$ cat src/rtl/keycode_event_queue.sv
// Debounces a raw HID keycode and turns each accepted change into release/press
// events, queued in a show-ahead FIFO with a sticky overflow flag.
module keycode_event_queue #(
  parameter int unsigned DEPTH         = 8,
  parameter int unsigned STABLE_CYCLES = 4
) (
  input  logic                     Clk,
  input  logic                     Reset,
  input  logic [7:0]               keycode,
  input  logic                     ev_ready,
  output logic                     ev_valid,
  output logic [8:0]               ev_data,
  output logic [$clog2(DEPTH):0]   ev_count,
  output logic                     overflow,
  output logic [7:0]               cur_key
);

  localparam int unsigned AW = $clog2(DEPTH);
  localparam int unsigned CW = AW + 1;
  localparam int unsigned SW = $clog2(STABLE_CYCLES + 1);

  typedef enum logic {
    IDLE  = 1'b0,
    PRESS = 1'b1
  } state_t;

  state_t         state;
  state_t         state_nxt;
  logic [7:0]     keycode_q;
  logic [7:0]     cand;
  logic [SW-1:0]  stab_cnt;
  logic [7:0]     pend;
  logic           accept;
  logic           push;
  logic [8:0]     push_data;

  logic [8:0]     mem [DEPTH];
  logic [AW-1:0]  wr_ptr;
  logic [AW-1:0]  rd_ptr;
  logic [CW-1:0]  count;
  logic           full;
  logic           pop;
  logic           wr_en;

  // Input capture and stability tracking of the candidate keycode
  always_ff @(posedge Clk) begin
    if (Reset) begin
      keycode_q <= 8'h00;
      cand      <= 8'h00;
      stab_cnt  <= SW'(0);
    end else begin
      keycode_q <= keycode;
      if (keycode_q != cand) begin
        cand     <= keycode_q;
        stab_cnt <= SW'(1);
      end else if (stab_cnt != SW'(STABLE_CYCLES)) begin
        stab_cnt <= stab_cnt + SW'(1);
      end
    end
  end

  // A candidate is taken only when it has held long enough and differs from the current key
  assign accept = (state == IDLE) && (keycode_q == cand) &&
                  (stab_cnt == SW'(STABLE_CYCLES)) && (cand != cur_key);

  // FSM state register
  always_ff @(posedge Clk) begin
    if (Reset) begin
      state <= IDLE;
    end else begin
      state <= state_nxt;
    end
  end

  // FSM next state: a key-to-key change needs a second edge for the press
  always_comb begin
    state_nxt = state;
    case (state)
      IDLE: begin
        if (accept && (cur_key != 8'h00) && (cand != 8'h00)) begin
          state_nxt = PRESS;
        end
      end
      PRESS:   state_nxt = IDLE;
      default: state_nxt = IDLE;
    endcase
  end

  // FSM outputs: event generation
  always_comb begin
    push      = 1'b0;
    push_data = 9'h000;
    case (state)
      IDLE: begin
        if (accept) begin
          push = 1'b1;
          if (cur_key != 8'h00) begin
            push_data = {1'b0, cur_key};
          end else begin
            push_data = {1'b1, cand};
          end
        end
      end
      PRESS: begin
        push      = 1'b1;
        push_data = {1'b1, pend};
      end
      default: begin
        push      = 1'b0;
        push_data = 9'h000;
      end
    endcase
  end

  // Current key and the press held back for the PRESS state
  always_ff @(posedge Clk) begin
    if (Reset) begin
      cur_key <= 8'h00;
      pend    <= 8'h00;
    end else if (accept) begin
      cur_key <= cand;
      pend    <= cand;
    end
  end

  assign full  = (count == CW'(DEPTH));
  assign pop   = ev_valid && ev_ready;
  assign wr_en = push && (!full || pop);

  // FIFO storage; pointers are already cleared during reset so no write is needed then
  always_ff @(posedge Clk) begin
    if (!Reset && wr_en) begin
      mem[wr_ptr] <= push_data;
    end
  end

  // FIFO pointers, occupancy and sticky overflow
  always_ff @(posedge Clk) begin
    if (Reset) begin
      wr_ptr   <= AW'(0);
      rd_ptr   <= AW'(0);
      count    <= CW'(0);
      overflow <= 1'b0;
    end else begin
      if (wr_en) begin
        wr_ptr <= wr_ptr + AW'(1);
      end
      if (pop) begin
        rd_ptr <= rd_ptr + AW'(1);
      end
      if (wr_en && !pop) begin
        count <= count + CW'(1);
      end else if (!wr_en && pop) begin
        count <= count - CW'(1);
      end
      if (push && !wr_en) begin
        overflow <= 1'b1;
      end
    end
  end

  assign ev_valid = (count != CW'(0));
  assign ev_data  = ev_valid ? mem[rd_ptr] : 9'h000;
  assign ev_count = count;

endmodule

$ cat config.mk
export PLATFORM = sky130hd
export DESIGN_NAME = keycode_event_queue
export DESIGN_NICKNAME = d
export VERILOG_FILES = /design/src/rtl/keycode_event_queue.sv
export SDC_FILE = /design/constraint.sdc
export NUM_CORES = 1
export LEC_CHECK = 0
export ABC_AREA = 0
export CORE_MARGIN = 3
export CORE_UTILIZATION = 50
export CTS_BUF_LIST = sky130_fd_sc_hd__clkbuf_16
export CTS_CLUSTER_DIAMETER = 60
export DETAILED_ROUTE_END_ITERATION = 10
export PLACE_DENSITY = 0.7
export SYNTH_ARGS = -nofsm -noshare
export SYNTH_HDL_FRONTEND = slang
export SYNTH_SLANG_ARGS = --single-unit
$ cat constraint.sdc
create_clock -name Clk -period 6.5 [get_ports Clk]
set_clock_uncertainty 0.05 [all_clocks]
set_input_delay 1.625 -clock Clk [delete_from_list [all_inputs] [get_ports Clk]]
set_output_delay 1.625 -clock Clk [all_outputs]
set_load 0.02 [all_outputs]
==> After elaboration in Yosys (flattened, before gate mapping) <==
Memories as Yosys holds them, arrays and structs flattened. A register that Yosys moved wholly into a read port is not among the register bits.
Index checks and enable logic that the tools add are counted.
{ "word_totals": {"in_bits": 11, "reg_bits": 39, "ram_bits": 72, "elab_cells": 61, "out_inout_bits": 23, "n_memories": 1} }
{ "classes": {"n_eq_ne": 6, "n_mux": 16, "n_reduce_logical": 22, "n_bitwise": 1, "add_sub_neg": 5} }
{ "memory_table": {"columns": ["memory", "depth", "word_bits", "read_ports", "rd_clocked_by_memory_dff", "write_ports", "line", "rtl"], "rows": [
  ["mem", 8, 9, 1, 1, 1, "37", "logic [8:0] mem [DEPTH];"]
]} }
{ "op_table": {"columns": ["operator", "count"], "rows": [
  ["two-way mux 9 bit", 3],
  ["case mux 9 bit (2 select lines)", 1],
  ["inequality test 8 bit", 2],
  ["nonzero test 8 bit", 2],
  ["logical AND 1 bit", 11],
  ["adder 3 x 1 -> 3 bit (second input constant)", 3],
  ["equality test 8 bit", 1],
  ["two-way mux 4 bit", 2],
  ["two-way mux 1 bit", 6],
  ["two-way mux 3 bit", 2],
  ["adder 4 x 1 -> 4 bit (second input constant)", 1],
  ["equality test 4 bit (second input constant)", 1],
  ["zero test 1 bit", 4],
  ["case mux 1 bit (2 select lines)", 2],
  ["nonzero test 2 bit", 2],
  ["nonzero test 4 bit", 1],
  ["subtractor 4 x 1 -> 4 bit (second input constant)", 1],
  ["equality test 3 bit (second input constant)", 1],
  ["inequality test 3 bit (second input constant)", 1],
  ["OR reduction 2 bit", 1],
  ["logical OR 1 bit", 1],
  ["inverter 1 bit", 1]
]} }

==> Longest topological paths before layout <==
Gate-level depths: netlist of run 1.
{ "depth": {"depth_word": 11, "mapped_depth": 15} }

==> Worst setup path after synthesis of run 1 <==
OpenSTA, ideal clock, no wires.
{ "synth_timing": {"kind": "input-to-reg", "startpoint": "input port ev_ready", "endpoint": "register count[3] (netlist: ev_count[3])", "stages": 11, "slack_ns": 2.978, "setup_ns": 0.071, "n_path_buf": 0, "required_ns": 6.379, "arrival_ns": 3.401, "cell_sequence": "nand3b_1 -> o21ai_2 -> inv_2 -> ha_1 -> inv_1 -> ha_1 -> a21o_1 -> a21oi_1 -> xnor2_1 -> or3_1 -> a21oi_1"} }
{ "synth_between": {"elab_chain_cells": 6, "word_cells_on_any_way": 9} }
{ "synth_rtl": {"columns": ["element", "line", "rtl"], "rows": [
  ["start, declared", "10", "input logic ev_ready,"],
  ["logical AND 1 bit *", "127", "assign pop = ev_valid && ev_ready;"],
  ["logical OR 1 bit", "128", "assign wr_en = push && (!full || pop);"],
  ["logical AND 1 bit", "128", null],
  ["zero test 1 bit", "153", "end else if (!wr_en && pop) begin"],
  ["logical AND 1 bit", "153", null],
  ["nonzero test 2 bit (no source line)", null, null],
  ["end signal, assigned", "152", "count <= count + CW'(1);"],
  ["end signal, assigned", "154", "count <= count - CW'(1);"],
  ["end, declared", "40", "logic [CW-1:0] count;"]
]} }
Every way passes the cells marked *; elsewhere a longest branch is shown, timed or not.
A chain may end at the register's enable or synchronous reset.

==> flow_metrics.py, run 1 <==
metrics = {
    "sta": {
        "holdWs_ns": 0.417,
        "rsz0062_at_grt": "false",
        "finalSetupViolations": 0,
        "worst_pin_slew_ns": 1.01,
        "tns_ns": 0,
        "setup_ws_ns": 2.29,
        "final_max_slew_viol_count": 0,
        "fmax_ghz": 0.238,
        "hold_viol": 0,
        "relSlewSlack": 0.325,
        "period_share": 0.647,
        "fin_crit_ns": 4.21,
    },
    "clocking": {
        "cts-resized-gates": 0,
        "path_clk_slew_ns": 0.05,
        "max-clock-path-buffers": 2,
        "clock_latency_ns": 0.40,
        "cts_setup_buffers": 0,
        "cts_tree": "built",
        "hold_buffers": 0,
        "cts_root_buf": "clkbuf_16",
        "htree_levels": 4,
        "cts_made_buffers": 17,
        "numClockSinks": 114,
    },
    "place": {
        "portBuffers": 33,
        "gp_congestion": 0.821,
        "place_hpwl_mm": 5.50,
        "pre_cts_ws_ns": 2.26,
        "dpl_cell_area_mm2": 0.00515,
    },
    "floorplan": {
        "core_mm2": 0.00893,
        "placementRows": 34,
        "die_area_mm2": 0.0106,
        "start_util": 0.527,
        "ioPinCount": 34,
        "die-width_um": 103,
        "die_h_um": 103,
    },
    "logic_synthesis": {
        "avgSynthCellArea_um2": 14.3,
        "synthesis.nets": 349,
        "syn-cell-area_mm2": 0.00470,
        "synth.top_cell.area_share": 0.460,
        "synth_top_cell_by_area": "edfxtp_1",
        "synth_warnings": 0,
        "synthesis.instances": 330,
        "synth_area_leaders": "edfxtp_1 46%, dfxtp_1 18%, mux4_2 8.6%",
        "synth_cell_types": 41,
        "ys_seq_area_frac": 0.638,
        "ys_ff_latch": 114,
    },
    "min_path": {
        "holdPathEnd": "overflow$_SDFFE_PP0P_",
        "hold_path.class": "register to register",
        "hold_path.startpoint": "overflow$_SDFFE_PP0P_",
        "worstHoldPathCells": 2,
    },
    "power": {
        "vdd_drop_max_v": 0.000166,
        "p_leak_nw": 2.04,
        "power.density_mw_per_mm2": 353,
    },
    "finish": {
        "areaGrowthSynthToFinish_pct": 22.5,
        "layout_common_cells": "72 x edfxtp_1, 42 x dfxtp_1, 33 x clkdlybuf4s50_1",
        "fin_util": 0.645,
        "fin_area_mm2": 0.00576,
        "final_common_cell": "edfxtp_1",
        "nets": 391,
        "diodes": 0,
        "post_route_cells_drive_above_1_share": 0.169,
    },
    "grt": {
        "antenna_found_initial": 0,
        "grt.overflow.total": 0,
        "first_global_vias": 2752,
        "grt_pass1_wl_mm": 14.5,
        "grt_usage": 0.187,
        "grt_max_degree": 48,
    },
    "detailed_routing": {
        "first_iter_violations": 97,
        "drcViolationCount": 0,
        "detailroute.via_count": 2771,
        "via_per_inst": 5.62,
        "routedWlPerCell_um": 17.9,
        "detail-route-antenna-nets": 0,
        "drt_wl_total_mm": 8.84,
        "drt_pass1_iterations": 4,
    },
    "critical_path": {
        "critPathKind": "register to output pin",
        "reg2reg_to": "ev_count[3]$_SDFFE_PP0P_",
        "cp-end-kind": "output pin",
        "cp-start-kind": "register",
        "reg2reg_from": "cand[4]$_SDFFE_PP0P_",
        "cp.required_ns": 4.83,
        "r2r_setup_slack_ns": 3.03,
        "critical_path_arrival_ns": 2.53,
        "cp_max_fo": 18,
        "r2r_cells": 13,
    },
    "run_status": {
        "status": "complete, no violations",
    },
    "flow_run": {
        "drv_cap": 0,
    },
}
==> flip-flops by register name, indices dropped and copies added (netlist names), named ones only <==
register	cells
wr_ptr	3
ev_count	4
overflow	1
rd_ptr	3
pend	8
stab_cnt	3
keycode_q	8
state	1
mem	72
cand	8
==> per-stage QoR <==
step | std cells | power, mW
after floorplan | 330 | 1.02
after global placement | 461 | 1.12
after detailed placement | 461 | 1.12
after CTS | 493 | 2.05
after global routing | 493 | 2.12
final | 493 | 2.03
==> cell families (layout without fill, tap and decap cells) <==
logic type | count (synthesis) | in the layout | share of synthesized area
xor gates and xnor gates | 22 | 22 | 0.0410
buffers and inverters | 21 | 76 | 0.0207
and+or+nand+nor | 101 | 101 | 0.116
DFF | 114 | 114 | 0.638
adders and majority gates | 8 | 8 | 0.0229
muxes | 32 | 32 | 0.116
AOI/OAI and AO/OA | 32 | 32 | 0.0444
==> cells in the mapped netlist <==
master     instances
a211o_1            1
nor3_1             7
fa_1               1
inv_2              2
buf_2              3
o21ai_0            2
mux4_2            18
nor4_1             4
inv_1              4
o31ai_1            1
xnor2_1           11
or4_1              1
nor2b_1           19
clkbuf_1           6
a21o_1             1
nand3_1            2
o2111a_2           1
nor4_4             3
ha_1               7
nand2b_1           3
edfxtp_1          72
a21oi_1           12
buf_1              4
nand3b_1           3
mux2_1             2
o211ai_1           1
nand4_1            2
dfxtp_1           42
nor4b_1            1
nor4_2             1
o21ai_2            1
nand2_1           23
a31oi_1            9
nor2_2             1
o2111ai_1          2
o211ai_2           1
or3_1              1
nor2_1            30
buf_6              2
xor2_1            11
mux2i_1           12
==> worst max-delay path, cell delays in order (launching register included) <==
cell             delay (ns)
dfxtp_1                0.90
mux4_2                 0.42
mux2i_1                0.19
nor2_1                 0.06
clkdlybuf4s50_1        0.56
==> final cells by class <==
class	instances	area [µm²]
fillers	687	3170
flip-flops and latches	114	3000
multi-input cells	195	1630
clock buffers	20	500
repair buffers	38	368
well taps	108	135
clock inverters	12	110
inverters	6	22.5
==> routing by layer <==
| metal | global-route usage | vias to the layer above | part of all wire |
|---|---|---|---|
| met2 | 0.292 | 82 | 0.49 |
| met1 | 0.248 | 1365 | 0.45 |
| met5 | 0 | - | 0 |
| met3 | 0.0507 | 11 | 0.044 |
| met4 | 0.0767 | 0 | 0.014 |
| li1 | - | 1313 | - |
==> power by group <==
part | internal, mW | leakage (nW) | switching, mW | total [mW]
logic | 0.148 | 0.655 | 0.144 | 0.292
registers | 0.780 | 1.07 | 0.0303 | 0.810
clock network | 0.624 | 0.320 | 0.308 | 0.932
==> worst max path at each step <==
| stage | startpoint | to | slack (ns) |
|---|---|---|---|
| after global placement | ev_ready | ev_count[3]$_SDFFE_PP0P_ | 2.36 |
| final | register | ev_data[6] | 2.29 |
| after CTS | register | ev_data[6] | 2.24 |
| after global routing | register | ev_data[6] | 2.18 |
| after floorplan | ev_ready | ev_count[3]$_SDFFE_PP0P_ | 2.98 |
| after detailed placement | ev_ready | ev_count[3]$_SDFFE_PP0P_ | 2.26 |
(Power assumes the default switching activity.)
==> run 2, diff against run 1 <==
Clock period 6.5 ns to 4.4 ns, I/O delays scaled along.
==> run 2 against run 1 <==
  * Sequential share of layout area fell by 0.10 points
  * Wire length fell by 4.2%
  * Sequential cell count did not move
  * Largest cell class unchanged
==> flow_metrics.py, run 2 (synthesized netlist as in run 1, its figures left out) <==
metrics = {
    "place": {
        "placedCellCount": 466,
        "pre_cts_ws_ns": 0.723,
        "portBuffers": 33,
        "dpl_cell_area_mm2": 0.00518,
        "gp_congestion": 0.831,
        "place_hpwl_mm": 5.44,
    },
    "grt": {
        "antenna_found_initial": 0,
        "grt_pass1_wl_mm": 14.0,
        "grt.overflow.total": 0,
        "grt_max_degree": 42,
        "first_global_vias": 2718,
        "grt_usage": 0.180,
    },
    "critical_path": {
        "cp.required_ns": 3.25,
        "cp_max_fo": 18,
        "reg2reg_from": "cand[4]$_SDFFE_PP0P_",
        "critical_path_arrival_ns": 2.52,
        "r2r_cells": 13,
        "cp-end-kind": "output pin",
        "reg2reg_to": "ev_count[3]$_SDFFE_PP0P_",
        "cp-start-kind": "register",
        "critPathKind": "register to output pin",
        "r2r_setup_slack_ns": 1.03,
    },
    "detailed_routing": {
        "drt_wl_total_mm": 8.47,
        "detailroute.via_count": 2725,
        "first_iter_violations": 136,
        "drcViolationCount": 0,
        "drt_pass1_iterations": 4,
        "routedWlPerCell_um": 17.0,
        "detail-route-antenna-nets": 0,
        "via_per_inst": 5.47,
    },
    "power": {
        "power.density_mw_per_mm2": 518,
        "power.total_mw": 2.99,
        "p_leak_nw": 2.04,
        "vdd_drop_max_v": 0.000309,
    },
    "finish": {
        "nets": 396,
        "seq_area_mm2": 0.00300,
        "num-fill-cells": 650,
        "diodes": 0,
        "fin_area_mm2": 0.00578,
        "instances_no_fill": 498,
        "fin_util": 0.646,
        "multi_input_area_mm2": 0.00161,
        "largest_register_ffs": 72,
        "final_common_cell": "edfxtp_1",
        "layout_common_cells": "72 x edfxtp_1, 42 x dfxtp_1, 33 x clkdlybuf4s50_1",
        "post_route_cells_drive_above_1_share": 0.167,
        "top_register": "mem",
        "areaGrowthSynthToFinish_pct": 22.8,
    },
    "sta": {
        "hold_viol": 0,
        "rsz0062_at_grt": "false",
        "worst_pin_slew_ns": 0.880,
        "tns_ns": 0,
        "final_max_slew_viol_count": 0,
        "finalSetupViolations": 0,
        "holdWs_ns": 0.422,
        "period_share": 0.834,
        "relSlewSlack": 0.413,
        "fin_crit_ns": 3.67,
        "setup_ws_ns": 0.732,
        "fmax_ghz": 0.273,
    },
    "clocking": {
        "htree_levels": 4,
        "cts_setup_buffers": 0,
        "hold_buffers": 0,
        "path_clk_slew_ns": 0.05,
        "cts_made_buffers": 17,
        "max-clock-path-buffers": 2,
        "clock_latency_ns": 0.40,
        "cts_tree": "built",
        "numClockSinks": 114,
        "cts_root_buf": "clkbuf_16",
        "cts-resized-gates": 0,
    },
    "min_path": {
        "holdPathEnd": "overflow$_SDFFE_PP0P_",
        "worstHoldPathCells": 2,
        "hold_path.class": "register to register",
        "hold_path.startpoint": "overflow$_SDFFE_PP0P_",
    },
    "floorplan": {
        "ioPinCount": 34,
        "die-width_um": 103,
        "core_mm2": 0.00893,
        "die_h_um": 103,
        "die_area_mm2": 0.0106,
        "placementRows": 34,
        "start_util": 0.527,
    },
    "run_status": {
        "status": "complete, no violations",
    },
    "flow_run": {
        "drv_cap": 0,
    },
}
-- run 2: routing by layer --
metal / wire [µm] / GRT usage
met5: 0 / 0
met4: 133 / 0.0807
met3: 399 / 0.0562
met2: 3980 / 0.269
met1: 3960 / 0.242
-- run 2: how the worst max path moves through the flow --
stage / end / slack (ns)
after floorplan: ev_count[3]$_SDFFE_PP0P_ / 1.40
after global placement: ev_count[3]$_SDFFE_PP0P_ / 0.81
after detailed placement: ev_count[3]$_SDFFE_PP0P_ / 0.72
after CTS: ev_data[6] / 0.69
after global routing: ev_data[6] / 0.53
final: ev_data[6] / 0.73
-- run 2: worst max-delay path: stages, from the launching register on --
cell and delay (ns):
dfxtp_1 0.89, mux4_2 0.41, mux2i_1 0.18, nor2_1 0.07
clkdlybuf4s50_1 0.57
-- run 2: power by group --
group | internal, mW | total, mW | leakage [nW] | switching [mW]
sequential | 1.15 | 1.20 | 1.07 | 0.0438
combinational | 0.219 | 0.431 | 0.681 | 0.212
clock | 0.930 | 1.36 | 0.295 | 0.435
total | 2.30 | 2.99 | 2.04 | 0.690
-- run 2: area by class of cell --
type / count / share of cell area
timing repair buffer: 43 / 0.0702
tap: 108 / 0.0234
inverter: 6 / 0.00390
clock buffer: 17 / 0.0737
clock inverter: 15 / 0.0301
multi-input combinational: 195 / 0.279
sequential: 114 / 0.520
==> run 3, diff against run 2 <==
Clock period 4.4 ns to 3.4 ns, I/O delays scaled along.
==> run 3 against run 2 <==
  * Sequential power up 28%
  * Combinational power increased by 35%
  * Wire length grew 2.2%
  * Sequential cell count stayed put
  * Sequential share of layout area decreased by 0.10 points
  * Design area is 0.19% higher
  * Worst hold slack better by 0.0031 ns
  * Clock-buffer cell count unchanged
  * Critical endpoint unchanged
  * Setup slack got worse by 0.55 ns
==> flow_metrics.py, run 3 (synthesized netlist as in run 1, its figures left out) <==
metrics = {
    "run_status": {
        "status": "complete, no violations",
    },
    "place": {
        "place_hpwl_mm": 5.59,
        "portBuffers": 33,
        "dpl_cell_area_mm2": 0.00521,
        "gp_congestion": 0.821,
        "pre_cts_ws_ns": 0.0695,
        "placedCellCount": 470,
    },
    "power": {
        "power.total_mw": 3.82,
        "p_seq_frac": 0.403,
        "switching_share": 0.236,
        "power.density_mw_per_mm2": 660,
        "vdd_drop_max_v": 0.000359,
        "clkPwrFrac": 0.445,
        "p_switching_uw": 903,
        "p_leak_nw": 2.06,
        "p_int_mw": 2.92,
        "combPwrFrac": 0.152,
    },
    "clocking": {
        "cts_made_buffers": 17,
        "cts_tree": "built",
        "clock_latency_ns": 0.40,
        "htree_levels": 4,
        "max-clock-path-buffers": 2,
        "numClockSinks": 114,
        "path_clk_slew_ns": 0.05,
        "cts_root_buf": "clkbuf_16",
        "hold_buffers": 0,
    },
    "finish": {
        "final_common_cell": "edfxtp_1",
        "largest_register_ffs": 72,
        "num-fill-cells": 678,
        "top_register": "mem",
        "nets": 400,
        "areaGrowthSynthToFinish_pct": 23.0,
        "post_route_cells_drive_above_1_share": 0.175,
        "diodes": 0,
        "instances_no_fill": 502,
        "layout_common_cells": "72 x edfxtp_1, 42 x dfxtp_1, 33 x clkdlybuf4s50_1",
        "fin_area_mm2": 0.00579,
    },
    "sta": {
        "finalSetupViolations": 0,
        "relSlewSlack": 0.506,
        "rsz0062_at_grt": "false",
        "setup_ws_ns": 0.181,
        "hold_viol": 0,
        "tns_ns": 0,
        "fin_crit_ns": 3.22,
        "fmax_ghz": 0.311,
        "final_max_slew_viol_count": 0,
        "period_share": 0.947,
        "worst_pin_slew_ns": 0.741,
    },
    "detailed_routing": {
        "drt_wl_total_mm": 8.66,
        "via_per_inst": 5.40,
        "detail-route-antenna-nets": 0,
        "drt_pass1_iterations": 4,
        "detailroute.via_count": 2712,
        "routedWlPerCell_um": 17.2,
        "first_iter_violations": 92,
        "drcViolationCount": 0,
    },
    "grt": {
        "first_global_vias": 2829,
        "grt.overflow.total": 0,
        "grt_pass1_wl_mm": 14.4,
        "grt_usage": 0.186,
        "antenna_found_initial": 0,
        "grt_max_degree": 36,
    },
    "critical_path": {
        "cp_max_fo": 18,
        "cp-start-kind": "register",
        "critical_path_arrival_ns": 2.32,
        "cp-end-kind": "output pin",
        "critPathKind": "register to output pin",
        "cp.required_ns": 2.50,
    },
    "flow_run": {
        "drv_cap": 0,
    },
    "floorplan": {
        "die-width_um": 103,
        "die_h_um": 103,
        "start_util": 0.527,
        "placementRows": 34,
        "ioPinCount": 34,
        "die_area_mm2": 0.0106,
        "core_mm2": 0.00893,
    },
    "min_path": {
        "hold_path.class": "register to register",
    },
}
-- run 3: changes by cell type in the layout (fill, tap and decap cells not counted), sizes merged --
cell      delta
buf          +4
clkinvlp     +1
bufinv       -1
clkinv       -2
inv          +2
-- run 3: cell type report --
class	count	area, µm²	area share
inverters	6	22.5	0.00389
clock inverters	15	151	0.0262
well taps	108	135	0.0234
repair buffers	47	439	0.0759
multi-input cells	195	1610	0.278
flip-flops and latches	114	3000	0.519
clock buffers	17	425	0.0735
-- run 3: timing repair --
item / in CTS / in global routing
resized for setup: 0 / 1
buffers inserted: 0 / 0
endpoints found under the setup margin: 0 / 3
-- run 3: power groups by stage --
stage	registers (mW)	logic, mW	clock network [mW]
floorplan	1.57	0.383	0
global placement	1.57	0.584	0
detailed placement	1.57	0.587	0
CTS	1.54	0.592	1.74
global route	1.55	0.640	1.81
finish	1.54	0.581	1.70
-- run 3: metrics by stage --
step / utilization / hold slack (ns)
3_3_place_gp: 0.583 / 0.407
3_5_place_dp: 0.583 / 0.421
6_report: 0.648 / 0.425
5_1_grt: 0.648 / 0.443
2_1_floorplan: - / 0.404
4_1_cts: 0.647 / 0.430
-- run 3: worst paths after layout --
path / startpoint / to / slack (ns) / cells after the start
worst min register to register: keycode_q[5]$_SDFF_PP0_ / cand[5]$_SDFFE_PP0P_ / 0.42 / 1
worst max register to register: cand[4]$_SDFFE_PP0P_ / ev_count[3]$_SDFFE_PP0P_ / 0.36 / 13
worst max-delay path: register / ev_data[6] / 0.18 / 5
worst min-delay path: keycode_q[5]$_SDFF_PP0_ / cand[5]$_SDFFE_PP0P_ / 0.42 / 1
-- run 3: metal layers --
metal  global-route usage  vias up  wire, µm
met5                    0        -         0
met3               0.0602        5       349
li1                     -     1333         -
met2                0.290       71      4360
met4               0.0747        0        62
met1                0.243     1303      3890
-- run 3: worst max-delay path, stage by stage (launching register included) --
cell	delay, ns
dfxtp_1	0.32
buf_6	0.26
mux4_2	0.56
mux2i_1	0.20
nor2_1	0.06
clkdlybuf4s50_1	0.53
